**src/rtl/mfp_spi_sensor_responder_pkg.sv**
```systemverilog
// mfp_spi_sensor_responder_pkg: shared FSM encoding and default frame geometry
package mfp_spi_sensor_responder_pkg;
    typedef enum logic [1:0] {IDLE = 2'd0, SHIFT = 2'd1, TAIL = 2'd2} state_t;
    localparam int FRAME_BITS_D  = 16;
    localparam int LEAD_ZEROS_D  = 3;
    localparam int DATA_WIDTH_D  = 8;
    localparam int SYNC_STAGES_D = 2;
endpackage

```
**src/rtl/mfp_spi_sensor_responder_sync.sv**
```systemverilog
// mfp_sync_cell: flop-chain synchroniser with selectable reset level
// Ports: HCLK/HRESETn clock and async active-low reset, d async input, q synchronised output.
module mfp_sync_cell
    import mfp_spi_sensor_responder_pkg::*;
#(
    parameter int   STAGES  = SYNC_STAGES_D,
    parameter logic RST_VAL = 1'b0
) (
    input  logic HCLK,
    input  logic HRESETn,
    input  logic d,
    output logic q
);
    logic [STAGES-1:0] s;
    always_ff @(posedge HCLK or negedge HRESETn)
        if (!HRESETn) s <= {STAGES{RST_VAL}};
        else          s <= {s[STAGES-2:0], d};
    assign q = s[STAGES-1];
endmodule

```
**src/rtl/mfp_spi_sensor_responder.sv**
```systemverilog
// mfp_spi_sensor_responder: SPI responder serialising a host-loaded ADC sample
// Ports: HCLK/HRESETn clock and async active-low reset; sample_in/sample_load load the pending sample;
// spi_cs_n/spi_sck from the master (async); spi_sdo/spi_sdo_oe serial data and enable;
// busy frame active; frame_done/frame_abort one-cycle pulses; extra_clk sticky overrun flag.
module mfp_spi_sensor_responder
    import mfp_spi_sensor_responder_pkg::*;
#(
    parameter int FRAME_BITS  = FRAME_BITS_D,
    parameter int LEAD_ZEROS  = LEAD_ZEROS_D,
    parameter int DATA_WIDTH  = DATA_WIDTH_D,
    parameter int SYNC_STAGES = SYNC_STAGES_D
) (
    input  logic                  HCLK,
    input  logic                  HRESETn,
    input  logic [DATA_WIDTH-1:0] sample_in,
    input  logic                  sample_load,
    input  logic                  spi_cs_n,
    input  logic                  spi_sck,
    output logic                  spi_sdo,
    output logic                  spi_sdo_oe,
    output logic                  busy,
    output logic                  frame_done,
    output logic                  frame_abort,
    output logic                  extra_clk
);
    localparam int TRAIL = FRAME_BITS - LEAD_ZEROS - DATA_WIDTH;
    localparam int CW    = $clog2(FRAME_BITS + 1);
    localparam int FW    = $clog2(SYNC_STAGES + 1);
    state_t                state, next_state;
    logic                  cs_s, cs_d, sck_s, sck_d, armed;
    logic [FW-1:0]         flush_q;
    logic [DATA_WIDTH-1:0] pending, load_val;
    logic [FRAME_BITS-1:0] shift_q;
    logic [CW-1:0]         bit_cnt;
    logic                  cs_fall, cs_rise, sck_fall, full, flushed;
    mfp_sync_cell #(.STAGES(SYNC_STAGES), .RST_VAL(1'b1)) u_cs  (.HCLK(HCLK), .HRESETn(HRESETn), .d(spi_cs_n), .q(cs_s));
    mfp_sync_cell #(.STAGES(SYNC_STAGES), .RST_VAL(1'b0)) u_sck (.HCLK(HCLK), .HRESETn(HRESETn), .d(spi_sck),  .q(sck_s));
    // A chip select already low when reset ends must not start a frame: arming
    // waits until the flushed synchroniser has shown CS_n high at least once.
    assign flushed  = flush_q == FW'(SYNC_STAGES);
    assign cs_fall  = armed & cs_d & ~cs_s;
    assign cs_rise  = ~cs_d & cs_s;
    assign sck_fall = sck_d & ~sck_s;
    assign full     = bit_cnt == CW'(FRAME_BITS);
    assign load_val = sample_load ? sample_in : pending;
    always_ff @(posedge HCLK or negedge HRESETn)
        if (!HRESETn) state <= IDLE;
        else          state <= next_state;
    always_comb begin
        next_state = state;
        case (state)
            IDLE:    next_state = cs_fall ? SHIFT : IDLE;
            SHIFT:   next_state = cs_rise ? IDLE : (full ? TAIL : SHIFT);
            TAIL:    next_state = cs_rise ? IDLE : TAIL;
            default: next_state = IDLE;
        endcase
    end
    always_comb begin
        spi_sdo_oe = state != IDLE;
        busy       = state != IDLE;
        spi_sdo    = (state == SHIFT) & shift_q[FRAME_BITS-1];
    end
    always_ff @(posedge HCLK or negedge HRESETn)
        if (!HRESETn) begin
            cs_d        <= 1'b1;
            sck_d       <= 1'b0;
            flush_q     <= '0;
            armed       <= 1'b0;
            pending     <= '0;
            shift_q     <= '0;
            bit_cnt     <= '0;
            frame_done  <= 1'b0;
            frame_abort <= 1'b0;
            extra_clk   <= 1'b0;
        end else begin
            cs_d        <= cs_s;
            sck_d       <= sck_s;
            flush_q     <= flushed ? flush_q : flush_q + FW'(1);
            armed       <= armed | (flushed & cs_s);
            pending     <= load_val;
            frame_done  <= cs_rise & ((state == TAIL) | ((state == SHIFT) & full));
            frame_abort <= cs_rise & (state == SHIFT) & ~full;
            // CS_n fall wins over a coincident SCK fall, which is dropped.
            if ((state == IDLE) & cs_fall) begin
                shift_q   <= {{LEAD_ZEROS{1'b0}}, load_val, {TRAIL{1'b0}}};
                bit_cnt   <= '0;
                extra_clk <= 1'b0;
            end else if ((state == SHIFT) & cs_rise) begin
                shift_q <= '0;
            end else if ((state == SHIFT) & sck_fall & ~full) begin
                shift_q <= shift_q << 1;
                bit_cnt <= bit_cnt + CW'(1);
            end
            if ((state == TAIL) & sck_fall) extra_clk <= 1'b1;
        end
endmodule
```
**config.mk**
```make
export PLATFORM = sky130hd
export DESIGN_NAME = mfp_spi_sensor_responder
export DESIGN_NICKNAME = d
export VERILOG_FILES = /design/src/rtl/mfp_spi_sensor_responder_pkg.sv /design/src/rtl/mfp_spi_sensor_responder_sync.sv /design/src/rtl/mfp_spi_sensor_responder.sv
export SDC_FILE = /design/constraint.sdc
export NUM_CORES = 1
export LEC_CHECK = 0
export CAP_MARGIN = 15
export CORE_MARGIN = 2
export CORE_UTILIZATION = 56
export DETAILED_ROUTE_END_ITERATION = 8
export DONT_BUFFER_PORTS = 1
export PLACE_DENSITY = 0.69
export SYNTH_ARGS = -nofsm -noshare
export SYNTH_HDL_FRONTEND = slang
export SYNTH_HIERARCHICAL = 1
export SYNTH_SLANG_ARGS = --single-unit
```
**constraint.sdc**
```tcl
create_clock -name HCLK -period 4.5 [get_ports HCLK]
set_input_delay 0.9 -clock HCLK [delete_from_list [all_inputs] [get_ports HCLK]]
set_output_delay 0.9 -clock HCLK [all_outputs]
set_load 0.01 [all_outputs]
```
# After elaboration in Yosys (flattened, before gate mapping)
# Cells that the tools add are included.
# W data, S select, Z words.
# word_totals
word_cells	60
ff_bits	43
out_inout_bits	6
inputBits	13
# classes
n_bitwise	20
eq_ne	5
add_sub_neg	2
n_reduce_logical	6
mux	14
# op_table
op	count
$mux W16	3
$mux W5	3
$and A1 B1 Y1	14
$mux W8	1
$mux W2	3
$pmux W2 S3	1
$reduce_bool A2 Y1	3
$add A5 B1 Y5 const B	1
$eq A5 B5 Y1 const B	1
$eq A2 B2 Y1 const B	2
$not A1 Y1	4
$mux W1	3
$reduce_bool A3 Y1	1
$add A2 B1 Y2 const B	1
$eq A2 B1 Y1 const B	1
$logic_not A2 Y1	1
$ne A2 B1 Y1 const B	1
$or A1 B1 Y1	2
$reduce_and A2 Y1	1

# Longest topological paths before layout
# Gate-level depths: netlist of run 1.
# depth
word_depth	7
depth_mapped	7
depth_no_buf	6

# Hierarchy
# Netlist of run 1, hierarchy kept.
# modules_own_cells
mod	area_each_um2	cells_per_inst	n_inst
mfp_spi_sensor_responder	1541.5	133	1
mfp_sync_cell at u_cs	52.6	2	1
mfp_sync_cell at u_sck	50.0	2	1

# Worst setup path after synthesis of run 1
# No wires, ideal clock.
# synth_timing
path_kind	input port to flip-flop
start	input sample_load
end	register shift_q[10]
arrival_ns	1.673
path_stages	4
path_buffers	1
setup_slack_ns	2.700
setup_time_ns	0.127
path_cell_list	clkbuf_1 mux2_2 nand3_1 o21ai_0
# synth_via
elab_chain_len	2
# synth_rtl
item	line_no	text
start: declaration	mfp_spi_sensor_responder.sv:16	input logic sample_load,
$mux W8	mfp_spi_sensor_responder.sv:45	assign load_val = sample_load ? sample_in : pending;
net load_val[5]	mfp_spi_sensor_responder.sv:32	logic [DATA_WIDTH-1:0] pending, load_val;
$mux W16	mfp_spi_sensor_responder.sv:84	if ((state == IDLE) & cs_fall) begin
end signal: assignment	mfp_spi_sensor_responder.sv:85	shift_q <= {{LEAD_ZEROS{1'b0}}, load_val, {TRAIL{1'b0}}};
end signal: assignment	mfp_spi_sensor_responder.sv:91	shift_q <= shift_q << 1;
end: declaration	mfp_spi_sensor_responder.sv:33	logic [FRAME_BITS-1:0] shift_q;
# The timed path passes the listed nets, and every way through them passes these cells.
# A chain may end at the register's enable or synchronous reset.

# Worst setup path after layout of run 1
# layout_timing
start	register state[1]
end	output spi_sdo
# layout_via
elab_chain_len	2
# layout_rtl
item	line_no	text
start: declaration	mfp_spi_sensor_responder.sv:29	state_t state, next_state;
start signal: assignment	mfp_spi_sensor_responder.sv:48	else state <= next_state;
$eq A2 B1 Y1	mfp_spi_sensor_responder.sv:61	spi_sdo = (state == SHIFT) & shift_q[FRAME_BITS-1];
$and A1 B1 Y1	mfp_spi_sensor_responder.sv:61	
end: declaration	mfp_spi_sensor_responder.sv:19	output logic spi_sdo,
# No other way between the ends.

==> metrics, run 1 <==
Worst setup endpoint spi_sdo; fin util 0.613; slowest stage delay, CP ~0.45 ns; antenna violations before repair 0; fin. max-slew vios 0; Vias per Instance 5.80; area of the multi-input gates roughly 620 sq um; largest net degree at the start of global routing 39; Synth area leaders dfrtp_1 (53%), mux2i_1 (6.7%), mux2_2 (5.5%), dfstp_2 (4.8%), nand3_1 (3.3%); Leakage 0.747 nW; Slowest-stage cell, CP dfrtp_1; WHS between 0.2 and 0.25 ns; FILL cells roughly 220; cts repair resizes 0; WP buf/inv 0; Power Density just over 400 nW/um^2; total area of sequential cells 955 sq um; worst path required time about 3.6 ns; syn nets around 150; R2R Path End bit_cnt[4]; CP Max Fanout 7; Reg clk slew, reported paths 0.12 ns; MaxCap Viol Count 0; Reg-to-Reg Start cs_d; first-pass GRT wire length between 4000 and 5000 um; I/O pin cnt 19; Finished Cell Area between 1500 and 2000 sq um; clock skew 0.00929 ns; # hold bufs at CTS 0; Final GP Congestion between 0.7 and 0.8; Worst-Skew Late Latency roughly 0.34 ns; Total Routed Length between 2000 and 3000 um; Async SR Flop Fraction 1.00; DRT Pass-1 Iters 4; nets ~160; Final period util 0.476; I/O Buffers 0; Yosys Warn Count 6; Seq/Total Area, Yosys 0.581; Starting Density 0.591; Total GRT Usage 0.183; r2r setup slk ~2.8 ns; detailed placement HPWL between 1500 and 2000 um; Die H 58.2 um; startpoint types register; full die area 3390 sq um; core area between 2000 and 3000 sq um; number of global-route vias before repair just over 1000; CTS max path bufs 2; global route overflow 0; flops & latches, synth 38; measured slew at the worst slew-check pin 0.381 ns; # DRC 0; Inserted Diodes 0; setup bufs post-CTS 0; count of final hold-check violations 0; CTS buffer count 5; H-tree depth 2; Synth Cell Area between 1500 and 2000 sq um; Sum Neg Setup Slack 0 ns; CTS root buf clkbuf_4; Post-synth top cells dfrtp_1 (35), mux2i_1 (11), nand3_1 (11); maximum vdd drop 340 uV; standard-cell row count 19; initial drt markers 35; Worst path depth 2; type of the worst min-delay path input port to asynchronous set/reset pin; area grow syn2layout 3.73%; count leader, synth dfrtp_1; EDFF count, synth 0; Mean Syn Cell Area 12.0 sq um; r2r worst-path depth 4; Final min period 2.14 ns; cells after synthesis 137; crit path cell chain and2b_1 -> and2_1; prevailing post-synth register cell dfrtp_1; Crit. End Element output pin; Yosys cell types 32; die width 58.2 um; CP Data Arrival Time between 1 and 1.5 ns; Synth top area share 0.533; status finished clean; proportion of layout cells with a drive suffix above 1 0.171; setup violators final 0; routed vias between 900 and 1000; CP startpoint state[1]; Placement Cell Area approximately 1600 sq um; f_max 467 MHz; Worst slew margin 0.746; critical path type register to output pin; Yosys top cell by area dfrtp_1; Post-DRT Antenna Nets 0; CTS tree done; CP delay by family, top flip-flops; RSZ-0062 raised after global routing false; Num Clock Sinks 38; DR WL/cell between 10 and 15 um
[through the flow]
step	worst slack (ns)	std cells	power [mW]
2_1_floorplan	2.70	137	0.495
3_3_place_gp	2.76	163	0.506
3_5_place_dp	2.74	163	0.512
4_1_cts	2.35	171	0.696
5_1_grt	2.28	171	0.729
6_report	2.36	171	0.688
[sequential cells by signal, summed over array words and instances (netlist names), 2 cells and up]
name	count
bit_cnt	5
flush_q	2
pending	8
shift_q	11
state	2
u_cs/s	2
u_sck/s	2
[cell usage in the layout, fill, tap and decap left out, types with 2 or more instances in the layout]
master / synthesis / final
o21ai_0: 6 / 6
or3_1: 3 / 3
mux2_2: 8 / 8
clkbuf_4: 0 / 5
ha_1: 3 / 3
a21o_1: 2 / 2
and4bb_4: 2 / 2
nand3_1: 11 / 11
dfstp_2: 3 / 3
inv_1: 7 / 7
o21ai_1: 6 / 6
dfrtp_1: 35 / 35
nand2_1: 6 / 6
nor2b_1: 3 / 3
nand4_1: 3 / 3
nor2_1: 6 / 6
a21oi_1: 6 / 6
mux2i_1: 11 / 11
[worst reg2reg max path: cells and delay by family (launching register included)]
kind             cells  cell delay (ns)
AO/OA/AOI/OAI        2             0.48
flip-flops           1             0.57
AND/OR/NAND/NOR      2             0.56
[cell families after synthesis]
| kind of cell | Yosys count | share of synthesized area |
|---|---|---|
| flip-flops | 38 | 0.581 |
| AND/OR/NAND/NOR | 42 | 0.154 |
| XOR/XNOR | 1 | 0.00533 |
| buffers and inverters | 12 | 0.0411 |
| multiplexers | 19 | 0.122 |
| AO/OA/AOI/OAI | 22 | 0.0746 |
| adder cells (fa/ha/maj) | 3 | 0.0228 |
[worst min-delay path by stage]
stage	startpoint	to	slack [ns]	depth (start not counted)
floorplan	u_sck/s[0]	u_sck/s[1]	0.33	0
global placement	u_sck/s[0]	u_sck/s[1]	0.33	0
detailed placement	u_sck/s[0]	u_sck/s[1]	0.34	0
CTS	HRESETn	shift_q[15]	0.23	0
global route	HRESETn	shift_q[15]	0.20	0
finish	HRESETn	bit_cnt[3]	0.23	0
[where the power goes]
part | switching [mW] | internal (mW) | total (mW) | leakage, nW
combinational | 0.0481 | 0.0437 | 0.0919 | 0.242
clock | 0.110 | 0.0751 | 0.185 | 0.0343
sequential | 0.0266 | 0.384 | 0.411 | 0.471
[layout make-up]
| type | instances | share of cell area |
|---|---|---|
| clock buffers | 6 | 0.0301 |
| flip-flops and latches | 38 | 0.560 |
| well taps | 31 | 0.0227 |
| inverters | 7 | 0.0154 |
| multi-input cells | 87 | 0.365 |
| clock inverters | 2 | 0.00734 |
[layer usage]
| layer | vias up | global-route usage | wire, um |
|---|---|---|---|
| met5 | - | 0 | 0 |
| met4 | 0 | 0.0698 | 47 |
| met3 | 7 | 0.0692 | 93 |
| met2 | 13 | 0.281 | 1180 |
| met1 | 488 | 0.238 | 1230 |
| li1 | 484 | - | - |
(Power assumes the default switching activity.)
==> run 2: changes to the inputs <==
--- a/config.mk
+++ b/config.mk
@@ -7,10 +7,10 @@
 export LEC_CHECK = 0
 export CAP_MARGIN = 15
 export CORE_MARGIN = 2
-export CORE_UTILIZATION = 56
+export CORE_UTILIZATION = 55
 export DETAILED_ROUTE_END_ITERATION = 8
 export DONT_BUFFER_PORTS = 1
-export PLACE_DENSITY = 0.69
+export PLACE_DENSITY = 0.71
 export SYNTH_ARGS = -nofsm -noshare
 export SYNTH_HDL_FRONTEND = slang
 export SYNTH_HIERARCHICAL = 1
==> constraint.sdc (replaced) <==
create_clock -name HCLK -period 1.85 [get_ports HCLK]
set_input_delay 0.37 -clock HCLK [delete_from_list [all_inputs] [get_ports HCLK]]
set_output_delay 0.37 -clock HCLK [all_outputs]
set_load 0.01 [all_outputs]
==> run 2 against run 1 <==
The run now ends with design-rule violations left. First-iteration DRC count increased by 29%. Core utilization up 1.0 points. Sequential share of layout area shrank 1.4 points. Via count grew 3.6%. Worst hold slack worse by 0.18 ns. Cell area is 2.5% higher. Count of clock-buffer cells in the layout increased by 2. Final cell count grew 2.3%. Register-to-register slack worse by 2.6 ns. Non-clock buffer count grew 4. Clock skew is 0.0012 ns higher. Global-route usage increased by 0.23 points.
==> metrics, run 2 (synthesis gave the netlist of run 1 again) <==
Slowest-stage cell, CP dfrtp_1; FILL cells 228; standard-cell row count 19; # placed instances 164; status complete, but fails checks; CP Max Fanout 7; total area of sequential cells between 900 and 1000 sq um; max FFs per register 11; slowest stage delay, CP 0.46 ns; hold_sp spi_sck; most common cell after layout, fill and taps aside dfrtp_1; clock skew roughly 0.011 ns; fin util 0.623; MaxCap Viol Count 0; critical path type register to output pin; most frequent cells in the layout dfrtp_1 (35), nand3_1 (11), mux2i_1 (11), mux2_2 (8), inv_1 (7); count of final hold-check violations 0; fin. max-slew vios 0; failing checks design-rule violations; CP startpoint state[1]; area grow syn2layout 6.32%; CTS buffer count 5; routed vias just over 1000; worst path required time about 1.5 ns; crit path cell chain and2b_1 -> and2_1; Num Clock Sinks 38; initial drt markers 45; global route overflow 0; full die area between 3000 and 4000 sq um; nets approximately 160; DRT Pass-1 Iters 6; total power between 1.5 and 2 mW; number of global-route vias before repair 993; measured slew at the worst slew-check pin between 0.4 and 0.5 ns; Leakage 0.768 nW; Post-DRT Antenna Nets 0; H-tree depth 2; CTS root buf clkbuf_4; detailed placement HPWL roughly 1800 um; Starting Density 0.586; Total Routed Length roughly 2700 um; Power Density around 970 nW/um^2; Die H ~60 um; die width 58.7 um; WHS about 0.053 ns; maximum vdd drop 688 uV; I/O pin cnt 19; I/O Buffers 0; f_max between 600 and 700 MHz; Final GP Congestion roughly 0.75; Biggest register shift_q; Worst-Skew Late Latency between 0.3 and 0.4 ns; setup violators final 0; CTS max path bufs 2; Worst slew margin 0.719; antenna violations before repair 0; Sum Neg Setup Slack 0 ns; Finished Layout Cells 175; DR WL/cell 15.5 um; CP Data Arrival Time 1.28 ns; Vias per Instance between 5 and 6; Inserted Diodes 0; Total GRT Usage 0.186; first-pass GRT wire length 4580 um; CTS tree done; Final min period roughly 1.7 ns; startpoint types register; Final period util 0.894; Reg clk slew, reported paths around 0.11 ns; Reg-to-Reg Start bit_cnt[0]; largest net degree at the start of global routing 39; RSZ-0062 raised after global routing false; Crit. End Element output pin; cts repair resizes 0; largest registers shift_q (11), pending (8), bit_cnt (5); core area around 2800 sq um; proportion of layout cells with a drive suffix above 1 0.167; area of the multi-input gates ~620 sq um; type of the worst min-delay path input port to register; # DRC 1
-- run 2: cell type report --
type / instances / share of cell area
clock buffers: 8 / 0.0336
inverters: 7 / 0.0150
multi-input cells: 87 / 0.356
flip-flops and latches: 38 / 0.546
well taps: 31 / 0.0222
repair buffers: 4 / 0.0272
-- run 2: path summary, 6_finish.rpt --
| check | to | slack [ns] | cells after the start |
|---|---|---|---|
| min in group asynchronous | bit_cnt[1] | 0.47 | 2 |
| worst max-delay path | spi_sdo | 0.20 | 2 |
| worst min register to register | u_sck/s[1] | 0.36 | 0 |
| worst min-delay path | u_sck/s[0] | 0.05 | 0 |
| max in group asynchronous | cs_d | 1.11 | 2 |
| worst max register to register | shift_q[12] | 0.20 | 6 |
-- run 2: report_power, final --
group          switching [mW]  leakage [nW]  total [mW]  internal [mW]
combinational           0.137         0.265       0.254          0.117
clock                   0.254        0.0326       0.441          0.188
sequential             0.0715         0.471        1.01          0.935
-- run 2: what timing repair did --
| item | 4_1_cts | 5_1_grt |
|---|---|---|
| hold buffers | 2 | 1 |
| hold endpoints to repair | 38 | 1 |
| buffers inserted | 0 | 0 |
-- run 2: worst max-delay path: cells and delay by family (launching register included) --
family,cells,cell delay (ns)
flops,1,0.46
simple gates,2,0.48
-- run 2: metrics by stage --
step           area (sq um)  worst slack [ns]
4_1_cts                1740             0.179
6_report               1750             0.197
5_1_grt                1750            0.0460
3_3_place_gp           1650             0.268
2_1_floorplan          1640             0.408
3_5_place_dp           1650             0.234
-- run 2: metal layers --
| layer | GRT usage | vias up | wire length, um |
|---|---|---|---|
| met4 | 0.0844 | 0 | 53 |
| li1 | - | 494 | - |
| met1 | 0.258 | 501 | 1320 |
| met2 | 0.254 | 26 | 1220 |
| met3 | 0.0791 | 7 | 131 |
| met5 | 0 | - | 0 |
